[config.mk]
export PLATFORM = sky130hd
export DESIGN_NAME = three_level_bist
export DESIGN_NICKNAME = d
export VERILOG_FILES = /design/src/rtl/three_level_bist_pkg.sv /design/src/rtl/three_level_bist_lfsr_step.sv /design/src/rtl/three_level_bist.sv
export SDC_FILE = /design/constraint.sdc
export NUM_CORES = 1
export LEC_CHECK = 0
export ABC_AREA = 1
export BUFFER_PORTS_ARGS = -buffer_cell sky130_fd_sc_hd__clkbuf_2
export CORE_MARGIN = 4
export CORE_UTILIZATION = 30
export DETAILED_ROUTE_END_ITERATION = 12
export PLACE_DENSITY = 0.5
export SLEW_MARGIN = 20
export SYNTH_ARGS = -nofsm -noshare
export SYNTH_HDL_FRONTEND = slang
export SYNTH_SLANG_ARGS = --single-unit
[constraint.sdc]
create_clock -name clk -period 3.3 [get_ports clk]
set_input_delay 0.33 -clock clk [delete_from_list [all_inputs] [get_ports clk]]
set_output_delay 0.33 -clock clk [all_outputs]
set_load 0.02 [all_outputs]
[src/rtl/three_level_bist_pkg.sv]
// Shared types and constants for the three-level logic BIST block.
// Holds the FSM state encoding, the count width and the per-width LFSR tap masks.
package three_level_bist_pkg;

  typedef enum logic [1:0] {
    IDLE = 2'd0,
    RUN  = 2'd1,
    DONE = 2'd2
  } state_t;

  localparam int COUNT_W = 16;

  // Maximal-length Fibonacci taps; mask bit t-1 set for polynomial tap t.
  function automatic logic [15:0] tap_mask(input int w);
    logic [15:0] m;
    case (w)
      4:       m = 16'h000C;
      5:       m = 16'h0014;
      6:       m = 16'h0030;
      7:       m = 16'h0060;
      8:       m = 16'h00B8;
      9:       m = 16'h0110;
      10:      m = 16'h0240;
      11:      m = 16'h0500;
      12:      m = 16'h0829;
      13:      m = 16'h100D;
      14:      m = 16'h2015;
      15:      m = 16'h6000;
      16:      m = 16'hD008;
      default: m = 16'h000C;
    endcase
    return m;
  endfunction

endpackage

[src/rtl/three_level_bist_lfsr_step.sv]
// One combinational step of a Fibonacci shift-left LFSR, feedback into bit 0.
// Shared by the pattern generator and the signature register.
module lfsr_step #(
  parameter int                 WIDTH = 8,
  parameter logic [WIDTH-1:0]   MASK  = '0
) (
  input  logic [WIDTH-1:0] cur,
  output logic [WIDTH-1:0] nxt
);

  assign nxt = {cur[WIDTH-2:0], ^(cur & MASK)};

endmodule

[src/rtl/three_level_bist.sv]
// LFSR-driven BIST of a three-level AND/OR circuit with MISR compaction.
// Build option: THREE_LEVEL_BIST_NOR_TERM_EN adds an XOR'd NOR term to the circuit under test.
module three_level_bist
  import three_level_bist_pkg::*;
#(
  parameter int WIDTH        = 8,
  parameter int NUM_PATTERNS = 255,
  parameter int SEED         = 1
) (
  input  logic               clk,
  input  logic               rst_n,
  input  logic               start,
  input  logic [WIDTH-1:0]   golden,
  output logic               busy,
  output logic               done,
  output logic               pass,
  output logic [WIDTH-1:0]   pattern,
  output logic [WIDTH-1:0]   signature,
  output logic [COUNT_W-1:0] count
);

  localparam logic [15:0]        MASK_FULL = tap_mask(WIDTH);
  localparam logic [WIDTH-1:0]   MASK      = MASK_FULL[WIDTH-1:0];
  localparam logic [WIDTH-1:0]   SEED_T    = WIDTH'(SEED);
  localparam logic [WIDTH-1:0]   SEED_V    = (SEED_T == '0) ? WIDTH'(1) : SEED_T;
  localparam logic [COUNT_W-1:0] NUM_P     = COUNT_W'(NUM_PATTERNS);

  // pb[k] = p[k+1], pc[k] = p[k+2], both modulo WIDTH.
  function automatic logic [WIDTH-1:0] cut_f(input logic [WIDTH-1:0] p);
    logic [WIDTH-1:0] pb, pc, s1, s3;
    pb = {p[0], p[WIDTH-1:1]};
    pc = {p[1:0], p[WIDTH-1:2]};
    s1 = p & pb;
    s3 = s1 | pc;
`ifdef THREE_LEVEL_BIST_NOR_TERM_EN
    return (s1 | s3) ^ ~(p | pc);
`else
    return s1 | s3;
`endif
  endfunction

  state_t           state_q, state_d;
  logic             armed_q;
  logic             load, step;
  logic [WIDTH-1:0] lfsr_nxt, misr_nxt;

  lfsr_step #(.WIDTH(WIDTH), .MASK(MASK)) u_lfsr (
    .cur (pattern),
    .nxt (lfsr_nxt)
  );

  lfsr_step #(.WIDTH(WIDTH), .MASK(MASK)) u_misr (
    .cur (signature),
    .nxt (misr_nxt)
  );

  // armed_q guarantees one full IDLE cycle after reset release before start is honoured.
  always_ff @(posedge clk or negedge rst_n) begin
    if (!rst_n) begin
      state_q <= IDLE;
      armed_q <= 1'b0;
    end else begin
      state_q <= state_d;
      armed_q <= 1'b1;
    end
  end

  always_comb begin
    state_d = state_q;
    load    = 1'b0;
    step    = 1'b0;
    case (state_q)
      IDLE: begin
        if (start && armed_q) begin
          load    = 1'b1;
          state_d = RUN;
        end
      end
      RUN: begin
        step = 1'b1;
        if (count + 16'd1 == NUM_P) state_d = DONE;
      end
      DONE: begin
        if (start) begin
          load    = 1'b1;
          state_d = RUN;
        end
      end
      default: state_d = IDLE;
    endcase
  end

  always_ff @(posedge clk or negedge rst_n) begin
    if (!rst_n) begin
      pattern   <= '0;
      signature <= '0;
      count     <= '0;
    end else if (load) begin
      pattern   <= SEED_V;
      signature <= '0;
      count     <= '0;
    end else if (step) begin
      pattern   <= lfsr_nxt;
      signature <= misr_nxt ^ cut_f(pattern);
      count     <= count + 16'd1;
    end
  end

  assign busy = (state_q == RUN);
  assign done = (state_q == DONE);
  assign pass = done && (signature == golden);

endmodule
-- Word level (Yosys, flattened, before mapping)
Index checks and enable logic that the tools add are counted.
- logic and storage cells: 38
- output and inout bits: 35
- bits in registers: 35
- input bits: 11
- add/sub/neg operators: 1
- bitwise gates (word level): 4
- reductions and logical operators: 7
- equal/unequal tests: 7
- muxes and demuxes: 14
- operators by type and width (cell ; count):
    two-way mux 16 bit ; 2
    two-way mux 8 bit ; 4
    adder 16 x 1 -> 16 bit (second input constant) ; 1
    equality test 16 x 8 -> 1 bit (second input constant) ; 1
    OR 8 bit ; 2
    parity 8 bit ; 2
    AND 8 bit ; 1
    equality test 8 bit ; 1
    XOR 8 bit ; 1
    two-way mux 2 bit ; 3
    one-hot mux 2 bit (3 select lines) ; 1
    inequality test 2 bit (second input constant) ; 2
    two-way mux 1 bit ; 3
    AND reduction 3 bit ; 1
    equality test 2 x 1 -> 1 bit (second input constant) ; 1
    equality test 2 bit (second input constant) ; 1
    logical AND 1 bit ; 2
    logical NOT 2 bit ; 1
    inequality test 2 x 1 -> 1 bit (second input constant) ; 1
    one-hot mux 1 bit (2 select lines) ; 1
    nonzero test 2 bit ; 1

-- Logic depth before layout (Yosys ltp)
Gate-level depths: netlist (run 1).
- depth after elaboration: 6
- gate-level depth with buffers: 12

-- By module
From an unflattened synthesis (run 1), not the netlist that was laid out.
- cells, all modules: 290
- area total of the unflattened synthesis: 2215.9 um2
- by module, submodules not included (module ; instances ; cells each ; area each (um2)):
    three_level_bist ; 1 ; 246 ; 1983.2
    lfsr_step ; 2 ; 22 ; 116.4

-- Worst setup path before layout (run 1)
No wires, ideal clock.
- path type: reg-to-reg
- start point: register count[1]
- end point: register state_q[0]
- required time: 3.183 ns
- slack: 1.618 ns
- period minus slack after synthesis: 1.682 ns
- cell stages (with the launch flop): 13
- setup time: 0.117 ns
- arrival time: 1.565 ns
- cell sequence: dfrtp_1 ha_1 nand2_2 nor2_8 nand2_1 nand2_1 inv_1 nor2_1 nand2_1 nor2_1 nand3_1 nand2_1 nand2_1
- longest elaborated chain between the ends: 4
- RTL lines (what ; RTL line ; source):
    start: declaration ; three_level_bist.sv:19 ; output logic [COUNT_W-1:0] count
    start signal: assignment ; three_level_bist.sv:105 ; count <= count + 16'd1;
    adder 16 x 1 -> 16 bit ; three_level_bist.sv:81 ; if (count + 16'd1 == NUM_P) state_d = DONE;
    equality test 16 x 8 -> 1 bit ; three_level_bist.sv:81 ;
    inequality test 2 x 1 -> 1 bit (no source line) ; - ;
    AND reduction 3 bit (no source line) ; - ;
    end signal: assignment ; three_level_bist.sv:63 ; state_q <= state_d;
    end: declaration ; three_level_bist.sv:42 ; state_t state_q, state_d;
Every way passes these cells.
A chain may end at the register's enable or synchronous reset.

-- Worst setup path after layout (run 1)
- start point: register signature[2]
- end point: output port pass
- longest elaborated chain between the ends: 2
- RTL lines (what ; RTL line ; source):
    start: declaration ; three_level_bist.sv:18 ; output logic [WIDTH-1:0] signature,
    start signal: assignment ; three_level_bist.sv:104 ; signature <= misr_nxt ^ cut_f(pattern);
    equality test 8 bit ; three_level_bist.sv:111 ; assign pass = done && (signature == golden);
    logical AND 1 bit ; three_level_bist.sv:111 ;
    end: declaration ; three_level_bist.sv:16 ; output logic pass,
Every way passes these cells.

==> qor.txt, run 1 <==
nets -> 349
synth warn -> 0
Register Area -> 876 sq um
Main synth FF type -> dfrtp_1
DRT Pass-1 Iters -> 4
Longest Clk Path Bufs -> 2
# fillers -> 751
Max Slew Vio Count -> 0
insertion delay to the later sink of the worst-skew pair -> 0.29 ns
most numerous cell in the Yosys netlist -> nand2_1
largest net degree at the start of global routing -> 36
CTS tree -> done
first-pass GRT wire length -> 9930 um
Max Clock Freq -> 549 MHz
post-DP HPWL -> 4220 um
hold_buf cts -> 0
final hold vios -> 0
Setup-failing EPs final -> 0
RSZ-0062 raised after global routing -> false
FP Rows -> 30
Worst path slowest cell -> dfrtp_1
register area share after synthesis -> 40.7%
VDD IR max -> 395 uV
PortBufs -> 45
#FFs+latches synth -> 35
Global Route Usage Sum -> 14.5%
die height -> 92.6 um
CTS H-tree depth -> 2
HP Class -> input port to asynchronous set/reset pin
CTS buffer count -> 5
Post-synth EDFFs -> 0
Via Count -> 2009
cell count after synthesis -> 288
I/O pins -> 46
Crit Path Max Fanout -> 4
routed len/inst -> 13.3 um
post-synth top area cell -> dfrtp_1
root buffer cell -> clkbuf_8
setup total negative slack -> 0 ns
Synth top cells by count -> nand2_1, inv_1, dfrtp_1
drc violations -> 0
layout cells sized above 1 -> 20.5%
# resized after CTS -> 0
CP bufs+invs -> 1
Worst Max-Slew Pin Slew -> 0.944 ns
cell area after synthesis -> 0.00215 sq mm
starting DRC count in detailed routing -> 77
CP required -> 2.97 ns
CTS sink count -> 35
gr ovfl total -> 0
Period minus WS final -> 1.82 ns
normalized max-slew margin -> 37.0%
vias in the first global route -> 2144
Syn Nets -> 302
CP Capture Type -> output port
syn avg cell area -> 7.46 sq um
CP peak stage delay -> 0.43 ns
area taken by multi-input logic gates -> 0.00109 sq mm
Die Area -> 0.00858 sq mm
Post-synth ARST share -> 100%
Die Wd -> 92.6 um
Worst-path clk slew -> 0.07 ns
vias per inst -> 4.65
Area after DPL -> 0.00247 sq mm
PD cells -> 964 mW/mm^2
Max Cap Viol -> 0
synthesis-to-layout area growth -> 18.8%
crit path launch type -> register
n_diodes -> 0
crit path kind -> register to output port
Core Area -> 0.00687 sq mm
CP cell instances -> xor2_1, a221oi_1, nand3_1, nor2_1, clkbuf_2
status -> complete, no violations
period utilization -> 55.2%
Yosys top cell area share -> 40.7%
initial antenna violation count -> 0
leakage power -> 1.26 nW
Yosys cell types -> 26
clock skew -> 0.00821 ns
Initial Util -> 31.3%
Synth area leaders -> dfrtp_1, nand2_1, inv_1, o22ai_1, nor2_1
Top delay family on crit path -> flip-flops
post-CTS setup buffer count -> 0
CP arrival -> 1.49 ns
post-route antenna net violation count -> 0
final WL -> 5730 um
Design Area, Final -> 0.00255 sq mm
routability cong. -> 0.793
==> worst paths after layout <==
kind                                                from                  endpoint  slack (ns)  depth (start not counted)
worst max-delay path            signature[2]$_DFFE_PN0P_                      pass        1.48                          5
worst min-delay path                               rst_n      count[2]$_DFFE_PN0P_        0.15                          1
worst max register to register      count[1]$_DFFE_PN0P_    state_q[0]$_DFFE_PN0P_        1.53                         12
worst min register to register         armed_q$_DFF_PN0_    state_q[1]$_DFFE_PN0P_        0.54                          3
max in group asynchronous                          rst_n  signature[1]$_DFFE_PN0P_        2.57                          1
min in group clk                                   start    state_q[1]$_DFFE_PN0P_        0.34                          4
==> state kept, by name, summed over array words and instances (netlist names) <==
register / count
pattern: 8
count: 16
state_q: 2
signature: 8
armed_q: 1
==> layout make-up <==
cell class / instances / area share [%]
clock buffers: 7 / 2.99
clock inverters: 1 / 0.196
inverters: 42 / 6.17
multi-input cells: 206 / 42.8
flip-flops and latches: 35 / 34.3
well taps: 96 / 4.70
repair buffers: 45 / 8.82
==> report_power, final <==
group / total [mW] / switching, mW / internal (mW)
clock: 0.308 / 0.160 / 0.148
sequential: 0.893 / 0.274 / 0.618
combinational: 1.26 / 0.797 / 0.465
==> layer usage <==
metal	GRT usage [%]	share of wire (%)	up-vias
li1	-	-	1031
met1	18.0	46	921
met2	24.5	48	50
met3	3.98	4.6	7
met4	4.27	1.3	0
met5	0	0	-
==> per-stage QoR <==
stage	power, mW	worst slack (ns)	utilization, %	cells	hold WS [ns]
floorplan	1.77	1.62	-	288	0.0344
detailed placement	2.18	1.53	36.0	424	0.524
global route	2.72	1.26	37.2	432	0.235
global placement	2.18	1.56	36.0	424	0.516
CTS	2.50	1.46	37.2	432	0.194
finish	2.46	1.48	37.2	432	0.148
==> logic make-up (layout without fill, tap and decap cells) <==
kind of cell / after synthesis / count (layout) / synth area share, %
adders and majority gates: 3 / 3 / 1.75
and+or+nand+nor: 137 / 137 / 29.3
other: 1 / 1 / 0.174
AOI/OAI and AO/OA: 49 / 49 / 13.2
buffers and inverters: 47 / 95 / 8.38
xor gates and xnor gates: 16 / 16 / 6.52
DFF: 35 / 35 / 40.7
==> layout by cell type (no fill, tap or decap), types with 4 or more instances in the layout <==
| cell | instances |
|---|---|
| a21oi_1 | 7 |
| clkbuf_2 | 45 |
| clkbuf_8 | 5 |
| dfrtp_1 | 35 |
| inv_1 | 39 |
| nand2_1 | 73 |
| nand2_2 | 7 |
| nand3_1 | 17 |
| nand4_1 | 7 |
| nor2_1 | 24 |
| nor2_2 | 4 |
| o21ai_0 | 15 |
| o22ai_1 | 22 |
| xnor2_1 | 6 |
| xor2_1 | 10 |
No activity file was read; power rests on OpenSTA's default activity.
==> run 2: changes to the inputs <==
PLACE_DENSITY = 0.52   (was 0.5)
clock period = 1.5 ns   (was 3.3 ns; I/O delays follow)
==> qor.txt, run 2 (same netlist as run 1, synthesis figures left out) <==
RSZ-0062 raised after global routing -> true (was false)
CP required -> 1.74 ns (was 2.97 ns)
sw power -> 3.08 mW (was 1.23 mW)
clock skew -> 0.0119 ns (was 0.00821 ns)
WL met2 -> 3140 um (was 2760 um)
post-DP HPWL -> 4670 um (was 4220 um)
HP Class -> input port to register (was input port to asynchronous set/reset pin)
Core Area -> 0.00687 sq mm (unchanged)
FP Rows -> 30 (unchanged)
Non-Filler Instances -> 483 (was 432)
nets -> 400 (was 349)
Via Count -> 2247 (was 2009)
Switching Fraction -> 45.7% (was 50.0%)
Longest Clk Path Bufs -> 2 (unchanged)
leakage power -> 1.55 nW (was 1.26 nW)
top flop regs -> count: 16 flops, pattern: 8 flops, signature: 8 flops (unchanged)
met1 WL -> 3020 um (was 2640 um)
CP arrival -> 1.82 ns (was 1.49 ns)
Register Area -> 881 sq um (was 876 sq um)
root buffer cell -> clkbuf_8 (unchanged)
PD cells -> 2140 mW/mm^2 (was 964 mW/mm^2)
CTS H-tree depth -> 2 (unchanged)
final WL -> 6470 um (was 5730 um)
Die Wd -> 92.6 um (unchanged)
Max Clock Freq -> 636 MHz
I/O pins -> 46 (unchanged)
drc violations -> 0 (unchanged)
n_diodes -> 0 (unchanged)
met3 routed WL -> 244 um (was 264 um)
crit path launch type -> register (unchanged)
die height -> 92.6 um (unchanged)
DRT Pass-1 Iters -> 4 (unchanged)
Setup-failing EPs final -> 4 (was 0)
period utilization -> 105%
PortBufs -> 45 (unchanged)
CP Capture Type -> register (was output port)
first-pass GRT wire length -> 11100 um (was 9930 um)
worst hold slack -> 0.141 ns (was 0.148 ns)
area taken by multi-input logic gates -> 0.00123 sq mm (was 0.00109 sq mm)
CTS buffer count -> 5 (unchanged)
clock power share -> 13.7% (was 12.5%)
commonest non-fill, non-tap cell in the layout -> nand2_1 (unchanged)
Die Area -> 0.00858 sq mm (unchanged)
Worst Max-Slew Pin Slew -> 0.566 ns (was 0.944 ns)
Internal -> 3.65 mW (was 1.23 mW)
commonest non-fill, non-tap cells in the layout -> nand2_1, clkbuf_2, buf_4 (was nand2_1, clkbuf_2, inv_1)
insertion delay to the later sink of the worst-skew pair -> 0.30 ns (was 0.29 ns)
gr ovfl total -> 0 (unchanged)
Global Route Usage Sum -> 16.2% (was 14.5%)
vias per inst -> 4.65 (about the same)
crit path kind -> register to register (was register to output port)
fin worst setup slack -> -0.0733 ns (was 1.48 ns)
Max Cap Viol -> 0 (unchanged)
status -> complete, but fails checks (was complete, no violations)
Max Slew Vio Count -> 0 (unchanged)
final hold vios -> 0 (unchanged)
failing checks -> negative setup slack
layout cells sized above 1 -> 38.5% (was 20.5%)
CTS tree -> done (unchanged)
Placed Instances -> 463 (was 424)
initial antenna violation count -> 0 (unchanged)
uppermost layer routed -> met4 (unchanged)
post-route antenna net violation count -> 0 (unchanged)
starting DRC count in detailed routing -> 76 (was 77)
Period minus WS final -> 1.57 ns
routability cong. -> 0.806 (was 0.793)
routed len/inst -> 13.4 um (was 13.3 um)
Top reg by flops -> count (unchanged)
Crit Path Max Fanout -> 5 (was 4)
CTS sink count -> 35 (unchanged)
Gate power share -> 58.3% (was 51.2%)
normalized max-slew margin -> 62.3% (was 37.0%)
# fillers -> 729 (was 751)
vias in the first global route -> 2276 (was 2144)
VDD IR max -> 1130 uV (was 395 uV)
Initial Util -> 31.3% (unchanged)
largest net degree at the start of global routing -> 30 (was 36)
Worst-path clk slew -> 0.08 ns (was 0.07 ns)
Largest register FFs -> 16 (unchanged)
synthesis-to-layout area growth -> 46.6% (was 18.8%)
Setup WS pre-CTS -> -0.0927 ns (was 1.53 ns)
sequential fraction of design power -> 27.9% (was 36.3%)
==> run 2: cell count changes in the layout (fill, tap and decap cells not counted), sizes merged <==
cell | previous run | this run
dlygate4sd3 | 0 | 1
buf | 0 | 50
clkbuf | 52 | 50
bufinv | 0 | 1
nor2 | 32 | 33
==> run 2: final cells by class <==
cell class,count,area share (%)
inverters,42,5.08
well taps,96,3.81
repair buffers,95,20.5
clock buffers,6,2.62
flip-flops and latches,35,28.0
clock inverters,2,1.11
multi-input cells,207,38.9
==> run 2: path summary, 6_finish.rpt <==
check	start	end	slack, ns	cells past startpoint
setup / recovery	count[0]$_DFFE_PN0P_	state_q[1]$_DFFE_PN0P_	-0.07	11
hold / removal	start	state_q[1]$_DFFE_PN0P_	0.14	4
setup reg to reg	count[0]$_DFFE_PN0P_	state_q[1]$_DFFE_PN0P_	-0.07	11
hold reg to reg	armed_q$_DFF_PN0_	state_q[1]$_DFFE_PN0P_	0.52	3
max in group asynchronous	rst_n	count[10]$_DFFE_PN0P_	0.57	3
min in group asynchronous	rst_n	signature[0]$_DFFE_PN0P_	0.38	2
==> run 2: power groups by stage <==
stage | Sequential [mW] | Combinational (mW) | Clock [mW]
detailed placement | 1.91 | 3.51 | 0
global placement | 1.90 | 3.48 | 0
global route | 1.96 | 4.35 | 0.980
CTS | 1.87 | 3.80 | 0.930
floorplan | 2.35 | 1.60 | 0
finish | 1.88 | 3.93 | 0.924
==> run 2: metal layers <==
| layer | vias to the layer above | GRT usage [%] |
|---|---|---|
| li1 | 1142 | - |
| met1 | 1048 | 21.9 |
| met2 | 49 | 26.5 |
| met3 | 8 | 2.60 |
| met4 | 0 | 4.88 |
| met5 | - | 0 |
==> run 2: metrics by stage <==
step	total power, mW	setup TNS (ns)	instance area [sq um]	utilization [%]
global placement	5.38	-0.115	2810	40.9
detailed placement	5.42	-0.176	2810	40.9
CTS	6.59	-0.162	3060	44.5
floorplan	3.95	-0.0282	2170	-
finish	6.73	-0.215	3150	45.9
global route	7.29	-0.797	3150	45.9
==> run 2: critical path, stage by stage (launching register included) <==
cell and delay [ns]:
dfrtp_2 0.43, ha_4 0.20, nand2_8 0.08, nor2_8 0.14, nand3_2 0.12, nand2_4 0.10, nand2_2 0.05, nor2_2 0.07
nand2_1 0.06, nor2_1 0.10, nand3_1 0.09, nand2_1 0.08
==> run 2: repair_timing <==
action | 4_1_cts | 5_1_grt
setup buffers | 7 | 4
pin swaps | 6 | 14
gates resized for setup | 13 | 24
setup endpoints to repair | 3 | 12
hold endpoints to repair | 20 | 0
gates cloned | 1 | 0
hold buffers | 1 | 0
